$ cat src/rtl/adld_arith_pkg.sv
// adld_arith_pkg
//   Shared constants and types for the arithmetic blocks.
//   SUB_WIDTH_DEFAULT : default operand/result width of the serial subtractor
//   sub_state_e       : serial subtractor FSM state encoding
package adld_arith_pkg;

    localparam int unsigned SUB_WIDTH_DEFAULT = 4;

    typedef enum logic [1:0] {
        IDLE = 2'd0,
        CALC = 2'd1,
        DONE = 2'd2
    } sub_state_e;

endpackage : adld_arith_pkg

$ cat src/rtl/serial_sub_4bit_full_sub.sv
// full_sub
//   Single-bit full subtractor: x - y - bi.
//   x_i  : minuend bit
//   y_i  : subtrahend bit
//   bi_i : borrow in
//   d_o  : difference bit
//   bo_o : borrow out
module full_sub (
    input  logic x_i,
    input  logic y_i,
    input  logic bi_i,
    output logic d_o,
    output logic bo_o
);

    assign d_o  = x_i ^ y_i ^ bi_i;
    assign bo_o = (~x_i & y_i) | (~(x_i ^ y_i) & bi_i);

endmodule : full_sub

$ cat src/rtl/serial_sub_4bit.sv
// serial_sub_4bit
//   Bit-serial unsigned subtractor, diff = a - b - bin mod 2^WIDTH, one bit
//   per clock LSB first, with valid/ready handshakes on both sides.
//   Optional feature macro: SERIAL_SUB_OVF_EN adds the signed-overflow output ovf.
//   clk       : clock, rising edge
//   rst       : synchronous active-high reset
//   in_valid  : a, b, bin valid          in_ready  : accepting operands (IDLE)
//   a, b      : minuend / subtrahend     bin       : borrow in
//   out_valid : diff/bout valid (DONE)   out_ready : consumer takes result
//   diff      : result                   bout      : borrow out (a < b + bin)
//   ovf       : two's-complement overflow (only with SERIAL_SUB_OVF_EN)
module serial_sub_4bit
    import adld_arith_pkg::*;
#(
    parameter int unsigned WIDTH = SUB_WIDTH_DEFAULT
) (
    input  logic             clk,
    input  logic             rst,
    input  logic             in_valid,
    output logic             in_ready,
    input  logic [WIDTH-1:0] a,
    input  logic [WIDTH-1:0] b,
    input  logic             bin,
    output logic             out_valid,
    input  logic             out_ready,
    output logic [WIDTH-1:0] diff,
    output logic             bout
`ifdef SERIAL_SUB_OVF_EN
    ,
    output logic             ovf
`endif
);

    localparam int unsigned CW = $clog2(WIDTH + 1);
    localparam logic [CW-1:0] LAST_BIT = CW'(WIDTH - 1);

    sub_state_e       state_q, state_d;
    logic [CW-1:0]    cnt_q, cnt_d;
    // Minuend shifts out at the LSB while difference bits enter at the MSB,
    // so after WIDTH steps this register holds the complete result.
    logic [WIDTH-1:0] sh_q, sh_d;
    logic [WIDTH-1:0] b_q, b_d;
    logic             borrow_q, borrow_d;
    logic [WIDTH-1:0] diff_q, diff_d;
    logic             bout_q, bout_d;
`ifdef SERIAL_SUB_OVF_EN
    logic             a_msb_q, a_msb_d;
    logic             b_msb_q, b_msb_d;
    logic             ovf_q, ovf_d;
`endif

    logic             fs_d, fs_bo;

    full_sub u_full_sub (
        .x_i  (sh_q[0]),
        .y_i  (b_q[0]),
        .bi_i (borrow_q),
        .d_o  (fs_d),
        .bo_o (fs_bo)
    );

    always_comb begin
        state_d  = state_q;
        cnt_d    = cnt_q;
        sh_d     = sh_q;
        b_d      = b_q;
        borrow_d = borrow_q;
        diff_d   = diff_q;
        bout_d   = bout_q;
`ifdef SERIAL_SUB_OVF_EN
        a_msb_d  = a_msb_q;
        b_msb_d  = b_msb_q;
        ovf_d    = ovf_q;
`endif
        unique case (state_q)
            IDLE: begin
                if (in_valid) begin
                    state_d  = CALC;
                    cnt_d    = '0;
                    sh_d     = a;
                    b_d      = b;
                    borrow_d = bin;
`ifdef SERIAL_SUB_OVF_EN
                    a_msb_d  = a[WIDTH-1];
                    b_msb_d  = b[WIDTH-1];
`endif
                end
            end
            CALC: begin
                sh_d     = {fs_d, sh_q[WIDTH-1:1]};
                b_d      = {1'b0, b_q[WIDTH-1:1]};
                borrow_d = fs_bo;
                cnt_d    = cnt_q + 1'b1;
                if (cnt_q == LAST_BIT) begin
                    state_d = DONE;
                    diff_d  = {fs_d, sh_q[WIDTH-1:1]};
                    bout_d  = fs_bo;
`ifdef SERIAL_SUB_OVF_EN
                    // fs_d is the result MSB on the final step.
                    ovf_d   = (a_msb_q != b_msb_q) && (fs_d != a_msb_q);
`endif
                end
            end
            DONE: begin
                if (out_ready) begin
                    state_d = IDLE;
                end
            end
            default: state_d = IDLE;
        endcase
    end

    always_ff @(posedge clk) begin
        if (rst) begin
            state_q  <= IDLE;
            cnt_q    <= '0;
            sh_q     <= '0;
            b_q      <= '0;
            borrow_q <= 1'b0;
            diff_q   <= '0;
            bout_q   <= 1'b0;
`ifdef SERIAL_SUB_OVF_EN
            a_msb_q  <= 1'b0;
            b_msb_q  <= 1'b0;
            ovf_q    <= 1'b0;
`endif
        end else begin
            state_q  <= state_d;
            cnt_q    <= cnt_d;
            sh_q     <= sh_d;
            b_q      <= b_d;
            borrow_q <= borrow_d;
            diff_q   <= diff_d;
            bout_q   <= bout_d;
`ifdef SERIAL_SUB_OVF_EN
            a_msb_q  <= a_msb_d;
            b_msb_q  <= b_msb_d;
            ovf_q    <= ovf_d;
`endif
        end
    end

    assign in_ready  = (state_q == IDLE);
    assign out_valid = (state_q == DONE);
    assign diff      = diff_q;
    assign bout      = bout_q;
`ifdef SERIAL_SUB_OVF_EN
    assign ovf       = ovf_q;
`endif

endmodule : serial_sub_4bit

$ cat config.mk
export PLATFORM = sky130hd
export DESIGN_NAME = serial_sub_4bit
export DESIGN_NICKNAME = d
export VERILOG_FILES = /design/src/rtl/adld_arith_pkg.sv /design/src/rtl/serial_sub_4bit_full_sub.sv /design/src/rtl/serial_sub_4bit.sv
export SDC_FILE = /design/constraint.sdc
export NUM_CORES = 1
export LEC_CHECK = 0
export ABC_AREA = 1
export BUFFER_PORTS_ARGS = -buffer_cell sky130_fd_sc_hd__buf_2
export CELL_PAD_IN_SITES_DETAIL_PLACEMENT = 1
export CELL_PAD_IN_SITES_GLOBAL_PLACEMENT = 1
export CORE_AREA = 2 2 52 54
export CTS_CLUSTER_DIAMETER = 120
export DETAILED_ROUTE_END_ITERATION = 10
export DIE_AREA = 0 0 54 56
export GPL_ROUTABILITY_DRIVEN = 0
export PLACE_DENSITY = 0.78
export SETUP_SLACK_MARGIN = 0.4
export SLEW_MARGIN = 20
export SYNTH_ARGS = -nofsm -noshare
export SYNTH_HDL_FRONTEND = slang
export SYNTH_HIERARCHICAL = 1
export SYNTH_SLANG_ARGS = --single-unit
$ cat constraint.sdc
create_clock -name clk -period 2.1 [get_ports clk]
set_input_delay 0.315 -clock clk [delete_from_list [all_inputs] [get_ports clk]]
set_output_delay 0.315 -clock clk [all_outputs]
set_load 0.01 [all_outputs]
# After elaboration in Yosys (flattened, before gate mapping)

Index checks and enable logic that the tools add are counted.

Memories kept: 0
ROM bits: 0
Output and inout bits: 7
Bits in writable memories: 0
Register bits: 19
Logic and storage cells: 38
Latch bits: 0

Reductions and logical operators: 5
Bitwise logic cells: 7
Divide/modulo/power cells: 0
Order comparisons: 0
Multipliers: 0
$add $sub $neg: 1
Shift operators: 0
Equality and inequality tests: 6
Muxes and demuxes: 12

Operators with widths:

| kind                                                                     | number |
|---|---|
| 4-bit one-hot mux with 2 select lines                                    | 2 |
| 4-bit 2-to-1 mux                                                         | 2 |
| 2-bit 2-to-1 mux                                                         | 3 |
| 2-bit one-hot mux with 3 select lines                                    | 1 |
| 3-bit one-hot mux with 2 select lines                                    | 1 |
| 2-bit inequality test (second input constant)                            | 2 |
| 2-bit AND reduction                                                      | 2 |
| 3-bit by 1-bit adder with 3-bit output (second input constant)           | 1 |
| 3-bit by 2-bit == test with 1-bit output (second input constant)         | 1 |
| 3-bit 2-to-1 mux                                                         | 1 |
| 3-bit AND reduction                                                      | 1 |
| 1-bit bitwise AND                                                        | 2 |
| 2-bit by 1-bit == test with 1-bit output (second input constant)         | 1 |
| 2-bit == test (second input constant)                                    | 1 |
| 2-bit zero test                                                          | 1 |
| 2-bit by 1-bit inequality test with 1-bit output (second input constant) | 1 |
| 1-bit NOT                                                                | 2 |
| 1-bit one-hot mux with 2 select lines                                    | 1 |
| 2-bit nonzero test                                                       | 1 |
| 1-bit bitwise XOR                                                        | 2 |
| 1-bit 2-to-1 mux                                                         | 1 |
| 1-bit bitwise OR                                                         | 1 |

# Logic depth before layout (Yosys ltp)

Depth after elaboration: 5
Mapped depth: 7
Mapped depth without buffers: 7

# By module

Netlist, hierarchy kept.

By module, submodules not included:

| module          | times used | area each (µm²) | cells each | seq. area each (µm²) |
|---|---|---|---|---|
| serial_sub_4bit | 1          | 899.6           | 137        | 380.4 |
| full_sub        | 1          | 31.3            | 4          | 0.0 |

# Worst setup path before layout

Ideal clock, no wire load.

Path type: reg-to-reg
Start: register b_q[0]
End: register sh_q[3]
Stages on the path, launching flop included: 7
Slack: 913 ps
Arrival: 1,074 ps
Path buffers: 0
Required time: 1,986 ps
Clock period less this slack: 1,187 ps
Path through: dfxtp_1 -> inv_1 -> fa_1 -> inv_1 -> nand2_1 -> a21oi_1 -> nor2_1

Longest elaborated chain between the ends: 3

Ends and longest elaborated chain:

| element                               | line                           | text |
|---|---|---|
| start, declared                       | serial_sub_4bit.sv:42          | `logic [WIDTH-1:0] b_q, b_d;` |
| start signal, assigned                | serial_sub_4bit.sv:118         | `b_q <= '0;` |
| start signal, assigned                | serial_sub_4bit.sv:131         | `b_q <= b_d;` |
| 1-bit bitwise XOR (2 in a row)        | serial_sub_4bit_full_sub.sv:16 | `assign d_o = x_i ^ y_i ^ bi_i;` |
| net fs_d                              | serial_sub_4bit.sv:52          | `logic fs_d, fs_bo;` |
| 4-bit one-hot mux with 2 select lines | serial_sub_4bit.sv:75          | `unique case (state_q)` |
| end signal, assigned                  | serial_sub_4bit.sv:117         | `sh_q <= '0;` |
| end signal, assigned                  | serial_sub_4bit.sv:130         | `sh_q <= sh_d;` |
| end, declared                         | serial_sub_4bit.sv:41          | `logic [WIDTH-1:0] sh_q, sh_d;` |

The timed path passes the listed nets, and every way through them passes these cells.
A chain may end at the register's enable or synchronous reset.

# Final worst setup path

Start: register state_q[0]
End: output in_ready

Longest elaborated chain between the ends: 1

Ends and longest elaborated chain:

| element                | line                   | text |
|---|---|---|
| start, declared        | serial_sub_4bit.sv:37  | `sub_state_e state_q, state_d;` |
| start signal, assigned | serial_sub_4bit.sv:128 | `state_q <= state_d;` |
| 2-bit zero test        | serial_sub_4bit.sv:143 | `assign in_ready = (state_q == IDLE);` |
| end, declared          | serial_sub_4bit.sv:20  | `output logic in_ready,` |

No other way between the ends.

==> impl_metrics.csv <==
group,metric,value,unit
sta,clock_skew,3.00,ps
detailed_routing,drt_iter0_markers,4,
synthesis,synth_top_area_cell,"dfxtp_1",
grt,grt_overflow_total,0,
grt,grt_pass1_wl,3.86,mm
critical_path,worstPathArrival,1240,ps
clock_tree,insertion_delay,300,ps
clock_tree,cts-buffers-inserted,3,
synthesis,synth_common_cells,"46 x nand2_1, 27 x inv_1, 19 x dfxtp_1",
critical_path,max_stage_delay,640,ps
pwr,power,706,uW
critical_path,end_kind,"output port",
floorplan,start_util,38.3,%
clock_tree,post_cts_buffers,0,
synthesis,ys.flop_type,"dfxtp_1",
grt,grt_util_all_layers,17.0,%
floorplan,die_w,54,microns
detailed_routing,drc,0,
layout,finalNetCount,178,
synthesis,synth_nets,157,
clock_tree,clock_sinks,19,
clock_tree,cts.hold.buffers_added,0,
detailed_routing,first_pass_iters,2,
synthesis,synth.cell_area,931,sq um
layout,fillCellCount,351,
sta,period_share,74.0,%
synthesis,synth.most_common_cell,"nand2_1",
detailed_routing,viasPerCell,4.62,
floorplan,row_count,18,
clock_tree,clk_path_buf_depth,2,
critical_path,cp_max_fo,14,
layout,multi_input_area,413,sq um
place,io_buffers,19,
critical_path,critPathTopFamily,"flip-flops",
synthesis,syn_inst,141,
synthesis,synth-seq-cells,19,
sta,slew_viol_final,0,
sta,relSlewSlack,68.1,%
job,max_cap_violations,0,
synthesis,synth_area_leaders,"dfxtp_1 41%, nand2_1 19%, inv_1 11%",
detailed_routing,ant_nets,0,
clock_tree,cts_root_buf,"clkbuf_4",
place,dp_hpwl,1.64,mm
floorplan,fp.dieH,56,microns
synthesis,synthDominantCellAreaShare,40.9,%
worst_hold_path,holdCritPathClass,"in -> reg",
clock_tree,htreeDepth,1,
critical_path,cpMaxStageDelayCell,"dfxtp_1",
sta,setup-violations-final,0,
sta,worst_slew_pin_slew,479,ps
synthesis,yosysWarnings,6,
layout,drive_gt1_share,16.8,%
status,outcome,"finished clean",
grt,antenna_found_initial,0,
layout,antennaDiodeCount,0,
floorplan,io_pins,20,
synthesis,synth_edf_count,0,
layout,seqCellArea,380,sq um
grt,grt_pass1_vias,913,
sta,rsz0062_at_grt,"no",
sta,fmax,0.644,GHz
layout,area_growth,14.8,%
place,dp_cells,187,
sta,min_period,1550,ps
critical_path,worstPathRequired,1780,ps
detailed_routing,routed_wl,2.13,mm
detailed_routing,wl_per_cell,11.1,microns
critical_path,critPathKind,"reg -> out",
synthesis,ys_seq_area_share,40.9,%
sta,fin_setup_tns,0,ps
critical_path,crit_buf_inv,1,
pwr,p_leak,0.000548,uW
synthesis,ys_types,17,
clock_tree,ctsResizeCount,0,
layout,final_cells,191,
grt,grt_max_degree,15,
synthesis,avgSynthCellArea,6.60,sq um
critical_path,startpoint_type,"flop",
floorplan,die_area,3020,sq um
sta,hold_viol_final,0,
pwr,p_per_area,661,nW/um^2
detailed_routing,via_count,882,
synthesis,async_reset_ff_share,0,%
critical_path,path_cells,"nor2_1 -> buf_2",
floorplan,core,2430,sq um
clock_tree,cts_tree,"yes",
clock_tree,clkTransAtPathRegs,110,ps
pwr,vdd_drop_max,0.265,mV
==> registers in the layout, summed over array words and instances (netlist names) <==
signal,flops
b_q,4
borrow_q,1
sh_q,4
diff,4
bout,1
state_q,2
cnt_q,3
==> cell usage in the layout, fill, tap and decap left out <==
master | netlist | routed
nand2_1 | 46 | 46
fa_1 | 1 | 1
inv_1 | 27 | 27
dfxtp_1 | 19 | 19
o21ai_2 | 1 | 1
clkbuf_4 | 0 | 3
clkinv_1 | 1 | 1
nor2_1 | 13 | 13
inv_2 | 1 | 1
ha_1 | 2 | 2
a21oi_1 | 17 | 17
o21ai_0 | 1 | 1
buf_2 | 2 | 19
nor2_4 | 1 | 1
nand2_2 | 1 | 1
clkbuf_1 | 0 | 1
nand3_1 | 6 | 6
buf_4 | 1 | 1
==> cells by family (layout without fill, tap and decap cells) <==
kind of cell    Yosys count  after routing  synth area share, %
simple gates             67             67                 28.9
buf+inv                  33             53                 14.8
compound gates           19             19                 10.6
flops                    19             19                 40.9
fa+ha+maj                 3              3                 4.84
==> metal layers <==
metal / track usage [%] / wire (microns)
met1: 21.4 / 1010
met5: 0 / 0
met4: 5.36 / 29
met3: 3.23 / 63
met2: 28.4 / 1030
==> power breakdown <==
part           leakage, uW  internal, uW  switching [uW]
registers         0.000156           381            14.9
logic             0.000377          45.7            73.1
clock network    0.0000150          74.1             117
total             0.000548           501             205
==> final timing paths <==
path,cells past startpoint,start,slack (ps),to
worst max register to register,5,state_q[0],600,borrow_q
worst min-delay path,4,out_ready,250,state_q[1]
worst min register to register,2,diff[3],460,diff[3]
worst max-delay path,2,state_q[0],550,in_ready
==> per-stage QoR <==
step	utilization, %	hold slack [ps]	instance area [sq um]	setup WS, ps
after detailed placement	42.8	453	1040	625
after CTS	43.9	254	1070	553
after global routing	43.9	264	1070	438
after floorplan	-	439	931	913
after global placement	42.8	445	1040	729
final	43.9	250	1070	546
==> tightest hold or removal path, delay by kind of cell <==
| family | cells | cell delay (ps) |
|---|---|---|
| AND/OR/NAND/NOR | 1 | 50 |
| buffers and inverters | 2 | 100 |
| AO/OA/AOI/OAI | 1 | 50 |
==> layout make-up <==
class / count / share of cell area, %
inverters: 29 / 10.2
clock buffers: 4 / 2.46
multi-input cells: 89 / 38.6
well taps: 30 / 3.51
repair buffers: 20 / 9.60
flip-flops and latches: 19 / 35.6
No activity file was read; power rests on OpenSTA's default activity.
